<file path="src/rtl/div_issue.sv">
// div_issue: issue/sequencing front-end for the radix-2 SRT divider.
// Define DIV_RESULT_CACHE_EN to add a one-entry divider result cache.
module div_issue #(
  parameter int N     = 32,
  parameter int TAG_W = 5
) (
  input  logic             clk,
  input  logic             rst_n,
  input  logic             flush,
  input  logic             req_valid,
  output logic             req_ready,
  input  logic [2:0]       req_funct3,
  input  logic [N-1:0]     req_rs1,
  input  logic [N-1:0]     req_rs2,
  input  logic [TAG_W-1:0] req_rd,
  output logic             rsp_valid,
  input  logic             rsp_ready,
  output logic [N-1:0]     rsp_data,
  output logic [TAG_W-1:0] rsp_rd,
  output logic             div_rst,
  output logic [N-1:0]     div_dividend,
  output logic [N-1:0]     div_divisor,
  output logic [1:0]       div_op,
  input  logic [N-1:0]     div_out,
  input  logic             div_done,
  output logic             busy
);

  localparam logic [N-1:0] MIN_NEG = {1'b1, {(N-1){1'b0}}};
  localparam logic [N-1:0] ONES    = '1;

  typedef enum logic [1:0] {
    IDLE = 2'd0,
    RUN  = 2'd1,
    RESP = 2'd2
  } state_t;

  state_t         state, state_nx;
  logic           first;
  logic           accept;
  logic           capture;
  logic           special;
  logic           ovf;
  logic           hit;
  logic [1:0]     req_op;
  logic [N-1:0]   fast_data;
  logic [N-1:0]   cache_data;

  assign req_op  = req_funct3[1:0];
  assign accept  = (state == IDLE) && req_valid && !flush;
  // done is only trusted after the divider has seen one cycle out of reset
  assign capture = (state == RUN) && !first && div_done && !flush;
  assign ovf     = req_funct3[2] && !req_op[0] &&
                   (req_rs1 == MIN_NEG) && (req_rs2 == ONES);

  always_comb begin
    special   = 1'b0;
    fast_data = '0;
    unique case (1'b1)
      !req_funct3[2]: special = 1'b1;
      req_funct3[2] && (req_rs2 == '0): begin
        special   = 1'b1;
        fast_data = req_op[1] ? req_rs1 : ONES;
      end
      ovf: begin
        special   = 1'b1;
        fast_data = req_op[1] ? '0 : MIN_NEG;
      end
      default: ;
    endcase
  end

`ifdef DIV_RESULT_CACHE_EN
  logic           c_valid;
  logic [N-1:0]   c_rs1;
  logic [N-1:0]   c_rs2;
  logic [N-1:0]   c_data;
  logic [1:0]     c_op;

  assign hit = c_valid && (c_rs1 == req_rs1) &&
               (c_rs2 == req_rs2) && (c_op == req_op);
  assign cache_data = c_data;

  always_ff @(posedge clk or negedge rst_n) begin
    if (!rst_n) begin
      c_valid <= 1'b0;
      c_rs1   <= '0;
      c_rs2   <= '0;
      c_data  <= '0;
      c_op    <= '0;
    end else if (flush) begin
      c_valid <= 1'b0;
    end else if (capture) begin
      c_valid <= 1'b1;
      c_rs1   <= div_dividend;
      c_rs2   <= div_divisor;
      c_op    <= div_op;
      c_data  <= div_out;
    end
  end
`else
  assign hit        = 1'b0;
  assign cache_data = '0;
`endif

  always_ff @(posedge clk or negedge rst_n) begin
    if (!rst_n) state <= IDLE;
    else        state <= state_nx;
  end

  always_comb begin
    state_nx = state;
    unique case (state)
      IDLE:    if (accept) state_nx = (special || hit) ? RESP : RUN;
      RUN:     if (!first && div_done) state_nx = RESP;
      RESP:    if (rsp_ready) state_nx = IDLE;
      default: state_nx = IDLE;
    endcase
    if (flush) state_nx = IDLE;
  end

  always_comb begin
    req_ready = (state == IDLE);
    rsp_valid = (state == RESP);
    busy      = (state != IDLE);
  end

  always_ff @(posedge clk or negedge rst_n) begin
    if (!rst_n) begin
      div_rst      <= 1'b1;
      first        <= 1'b0;
      div_dividend <= '0;
      div_divisor  <= '0;
      div_op       <= '0;
      rsp_data     <= '0;
      rsp_rd       <= '0;
    end else begin
      div_rst <= (state_nx != RUN);
      first   <= accept;
      if (accept) begin
        div_dividend <= req_rs1;
        div_divisor  <= req_rs2;
        div_op       <= req_op;
        rsp_rd       <= req_rd;
        if (special)  rsp_data <= fast_data;
        else if (hit) rsp_data <= cache_data;
      end
      if (capture) rsp_data <= div_out;
    end
  end

endmodule
</file>
<file path="config.mk">
export PLATFORM = sky130hd
export DESIGN_NAME = div_issue
export DESIGN_NICKNAME = d
export VERILOG_FILES = /design/src/rtl/div_issue.sv
export SDC_FILE = /design/constraint.sdc
export NUM_CORES = 1
export LEC_CHECK = 0
export ABC_AREA = 1
export ABC_CLOCK_PERIOD_IN_PS = 1840
export BUFFER_PORTS_ARGS = -buffer_cell sky130_fd_sc_hd__buf_2
export CAP_MARGIN = 40
export CORE_ASPECT_RATIO = 0.7
export CORE_UTILIZATION = 48
export DETAILED_ROUTE_END_ITERATION = 16
export HOLD_SLACK_MARGIN = 0.03
export PLACE_DENSITY = 0.91
export SETUP_SLACK_MARGIN = 0.2
export SYNTH_ARGS = -nofsm -noshare
export SYNTH_HDL_FRONTEND = slang
export SYNTH_SLANG_ARGS = --single-unit
</file>
<file path="constraint.sdc">
create_clock -name clk -period 1.84 [get_ports clk]
set_input_delay 0.184 -clock clk [delete_from_list [all_inputs] [get_ports clk]]
set_output_delay 0.184 -clock clk [all_outputs]
set_load 0.02 [all_outputs]
</file>
== Word level (Yosys, flattened, before mapping) ==
Index checks and enable logic that the tools add are counted.
Word-level totals
  input port bits: 110
  output and inout port bits: 107
  register bits after elaboration: 107
Operators by class
  eq/ne operators: 5
  reduce and logical (&&, ||, !) cells: 21
  mux-type cells: 13
Operator list (count)
  32-bit 2-to-1 mux: 5
  32-bit == test (second input constant): 2
  32-bit case mux with 2 select lines: 1
  32-bit zero test: 1
  1-bit logical AND: 10
  2-bit 2-to-1 mux: 5
  2-bit case mux with 3 select lines: 1
  2-bit nonzero test: 3
  1-bit zero test: 4
  3-bit OR reduction: 1
  2-bit by 1-bit == test with 1-bit output (second input constant): 1
  2-bit == test (second input constant): 1
  2-bit zero test: 1
  2-bit by 1-bit inequality test with 1-bit output (second input constant): 1
  2-bit AND reduction: 1
  1-bit 2-to-1 mux: 1

== Longest topological paths before layout ==
  depth in word-level cells: 11
  mapped depth: 13

== Least setup slack after synthesis ==
Ideal clock, no wire load.
  kind: register to register
  from: register state[0]
  to: register rsp_data[10]
  cell stages (with the launch flop): 8
  arrival time: 1.572 ns
  path slack: 0.151 ns
  library setup time: 0.117 ns
  path through: dfrtp_1 -> nor2_1 -> nand3_1 -> inv_1 -> nand2_2 -> buf_2 -> nand3_1 -> nand2_1
RTL lines
  start, declared: line 38  | state_t state, state_nx;
  start signal, assigned: line 108  | else state <= state_nx;
  2-bit zero test
  net req_ready: line 11  | output logic req_ready,
  1-bit logical AND (2 in series): line 50  | assign accept = (state == IDLE) && req_valid && !flush;
  2-bit nonzero test (no line)
  2-bit AND reduction (no line)
  end signal, assigned: line 145  | if (special) rsp_data <= fast_data;
  end signal, assigned: line 146  | else if (hit) rsp_data <= cache_data;
  end signal, assigned: line 148  | if (capture) rsp_data <= div_out;
  end, declared: line 18  | output logic [N-1:0] rsp_data,
The timed path passes the listed nets, and every way through them passes these cells.
A chain may end at the register's enable or synchronous reset.

== Worst setup path after layout ==
  from: register state[0]
  to: register rsp_data[25]
On the way
  longest elaborated chain between the ends: 6
RTL lines
  2-bit by 1-bit == test with 1-bit output: line 52  | assign capture = (state == RUN) && !first && div_done && !flush;
  1-bit logical AND (3 in series): line 52
  2-bit nonzero test (no line)
  2-bit AND reduction (no line)
Several ways; a longest one is shown, not always the timed one.

==> results.json <==
{
  "cp.arrival_ps": 1820,
  "hp-class": "input pin to flop",
  "areaGrowthSynthToFinish_pct": 32.66,
  "hpwlAfterDp_um": 12180,
  "finalWirelength_um": 17050,
  "tns_ps": 0,
  "grt_max_degree": 105,
  "start_kind": "flop",
  "ff2ff_setup_slack_ps": 260,
  "synth_edf_count": 0,
  "wl_met2_um": 7284,
  "synth.top_cells.by_area": "dfrtp_1 51%, nand2_1 20%, o21ai_0 8.6%, nand3_1 4.6%, nor2_1 3.9%",
  "wl_met3_um": 1541,
  "cts_tree": "done",
  "worstSetupPathDepth": 11,
  "clk_pin_slew_ps": 70,
  "fmax_mhz": 631.9,
  "async_flop_share_pct": 100.0,
  "final_nets": 1029,
  "ys_types": 24,
  "seqCellArea_um2": 2679,
  "grt_util_all_layers_pct": 29.28,
  "design_area_um2": 6942,
  "antenna_found_initial": 1,
  "drtIter0Drc": 501,
  "power_mw": 6.072,
  "whs_ps": 63.79,
  "clk_latency_ps": 350,
  "cts_buffer_depth": 2,
  "yosysMostFrequentCell": "nand2_1",
  "setup_violations": 0,
  "cap_violations": 0,
  "yosys.area.top_type_share_pct": 50.69,
  "min_period_over_period_pct": 86.01,
  "rows": 31,
  "clock-sinks": 107,
  "maxUsedRoutingLayer": "met4",
  "crit_type": "flop to flop",
  "grt.overflow.total": 0,
  "synth_seq_cells": 107,
  "grt_pass1_vias": 4886,
  "n_fill_cell": 912,
  "synthTopCellsByCount": "281 x nand2_1, 106 x dfrtp_1, 90 x o21ai_0",
  "synthCells": 703,
  "cp_common_cell": "nand2_1",
  "dpl_cell_area_um2": 6437,
  "crit_buf_inv": 4,
  "synth_top_area_cell": "dfrtp_1",
  "synth_ff_type": "dfrtp_1",
  "rr_worst_depth": 11,
  "io_pins": 217,
  "port_buffers": 216,
  "die_x_um": 126.8,
  "cp-end-kind": "flop",
  "outcome": "finished clean",
  "relSlewSlack_pct": 68.47,
  "cpPeakStageDelay_ps": 400,
  "rsz0062_at_grt": "no",
  "cpLargestDelayFamily": "simple AND/OR/NAND/NOR gates",
  "syn-cell-area_um2": 5233,
  "powerDensity_nw_per_um2": 874.7,
  "slew_viol_final": 0,
  "vdd_drop_max_v": 0.0006187,
  "hold_viol_final": 0,
  "cts_made_buffers": 9,
  "firstDrtPassIters": 5,
  "crit_required_ps": 2070,
  "worstPathMaxFanout": 23,
  "drtAntennaViolNets": 0,
  "cts_max_level": 3,
  "die_h_um": 89.36,
  "grt_pass1_wl_um": 25090,
  "r2r_end": "rsp_data[25]",
  "timing.rr.start": "state[0]",
  "core_um2": 10470,
  "gp_congestion": 0.9140,
  "drc": 0,
  "hold_path_depth": 2,
  "crit_start": "state[0]",
  "num_vias": 5637,
  "synthesis.nets": 813,
  "critPathCapture": "rsp_data[25]",
  "final_layout_size_suffix_gt1_share_pct": 28.68,
  "seq_area_frac_synth_pct": 51.20,
  "start_util_pct": 49.96,
  "path_cells": "inv_2 > nor2_4 > nand2_1 > nor2_4 > buf_12 > buf_6 > inv_8 > o21ai_0 > o21ai_1 > nand2_1 > nand2_1",
  "fin_worst_skew_ps": 5.287,
  "viasPerCell": 5.333,
  "die_area_um2": 11330,
  "synth_area_per_cell_um2": 7.443,
  "period_needed_ps": 1583,
  "multi_input_area_um2": 2233,
  "yosysWarnings": 0,
  "routedWlPerCell_um": 16.13,
  "worst_pin_slew_ps": 472.9,
  "clock-root-buffer": "clkbuf_16",
  "power_leakage_nw": 3.869,
  "critical-path-slowest-cell": "dfrtp_1",
  "met1_length_um": 7798
}
## how the worst min path moves through the flow
stage | startpoint | to | slack [ps]
global route | req_rd[1] | rsp_rd[1] | 50
CTS | req_rd[1] | rsp_rd[1] | 40
floorplan | rst_n | div_dividend[0] | -110
detailed placement | rst_n | div_divisor[15] | 170
finish | flush | state[1] | 60
global placement | rst_n | div_divisor[15] | 160
## routing by layer
metal  track usage, %  up-vias
li1                 -     2682
met1            42.96     2605
met2            43.65      312
met3            5.625       38
met4            10.28        0
met5                0        -
## registers in the layout, indices dropped and copies added, names as in the netlist
name	cells
div_op	2
div_divisor	32
state	2
rsp_data	32
div_rst	1
rsp_rd	5
div_dividend	32
first	1
## placed cells by master (no fill, tap or decap), types with 2 or more instances in the layout
master	n
nand2_1	281
inv_8	2
buf_4	13
a21oi_1	3
inv_1	43
nand4_1	19
o21ai_1	4
nor3_1	6
clkbuf_16	9
clkinvlp_4	2
nor2_4	3
inv_6	4
nor2_1	53
dfrtp_1	106
buf_2	215
dlygate4sd3_1	4
nand3_1	47
o21ai_0	90
buf_12	6
## cells by family (layout without fill, tap and decap cells)
family	after synthesis	count (layout)	synth area share (%)
simple gates	415	415	32.50
flops	107	107	51.20
compound gates	98	98	9.445
buf+inv	83	304	6.863
other cells	0	1	0
## worst reg2reg max path, cell delays in order, from the launching register on
cell and delay [ps]:
dfrtp_1 400, inv_2 60, nor2_4 130, nand2_1 100
nor2_4 140, buf_12 140, buf_6 130, inv_8 70
o21ai_0 100, o21ai_1 90, nand2_1 60, nand2_1 50
## through the flow
step	util [%]	worst slack, ps	instances
floorplan	-	292.6	703
finish	66.28	257.5	1057
detailed placement	61.47	-10.67	1026
global route	66.28	176.8	1057
global placement	61.47	55.91	1026
CTS	64.74	219.8	1046
## what timing repair did
item                                    CTS  global route
hold endpoints to repair                 33             0
resized for setup                         3            13
pin swaps                                 0             2
hold buffers                              4             0
gates cloned                              0             2
setup buffers                             0             8
endpoints found under the setup margin   33            32
## power breakdown
group	internal [mW]	switching [mW]
clock network	0.983	0.919
registers	2.62	0.146
logic	0.466	0.934
total	4.07	2.00
## layout make-up
class                   count  share of cell area (%)
flip-flops and latches    107                   38.59
multi-input cells         513                   32.17
repair buffers            240                   19.59
clock buffers              10                   3.443
inverters                  46                   2.722
well taps                 132                   2.379
clock inverters             6                  0.7751
repair inverters            2                  0.2884
diodes                      1                 0.03605
Power figures use the tool's default switching activity.
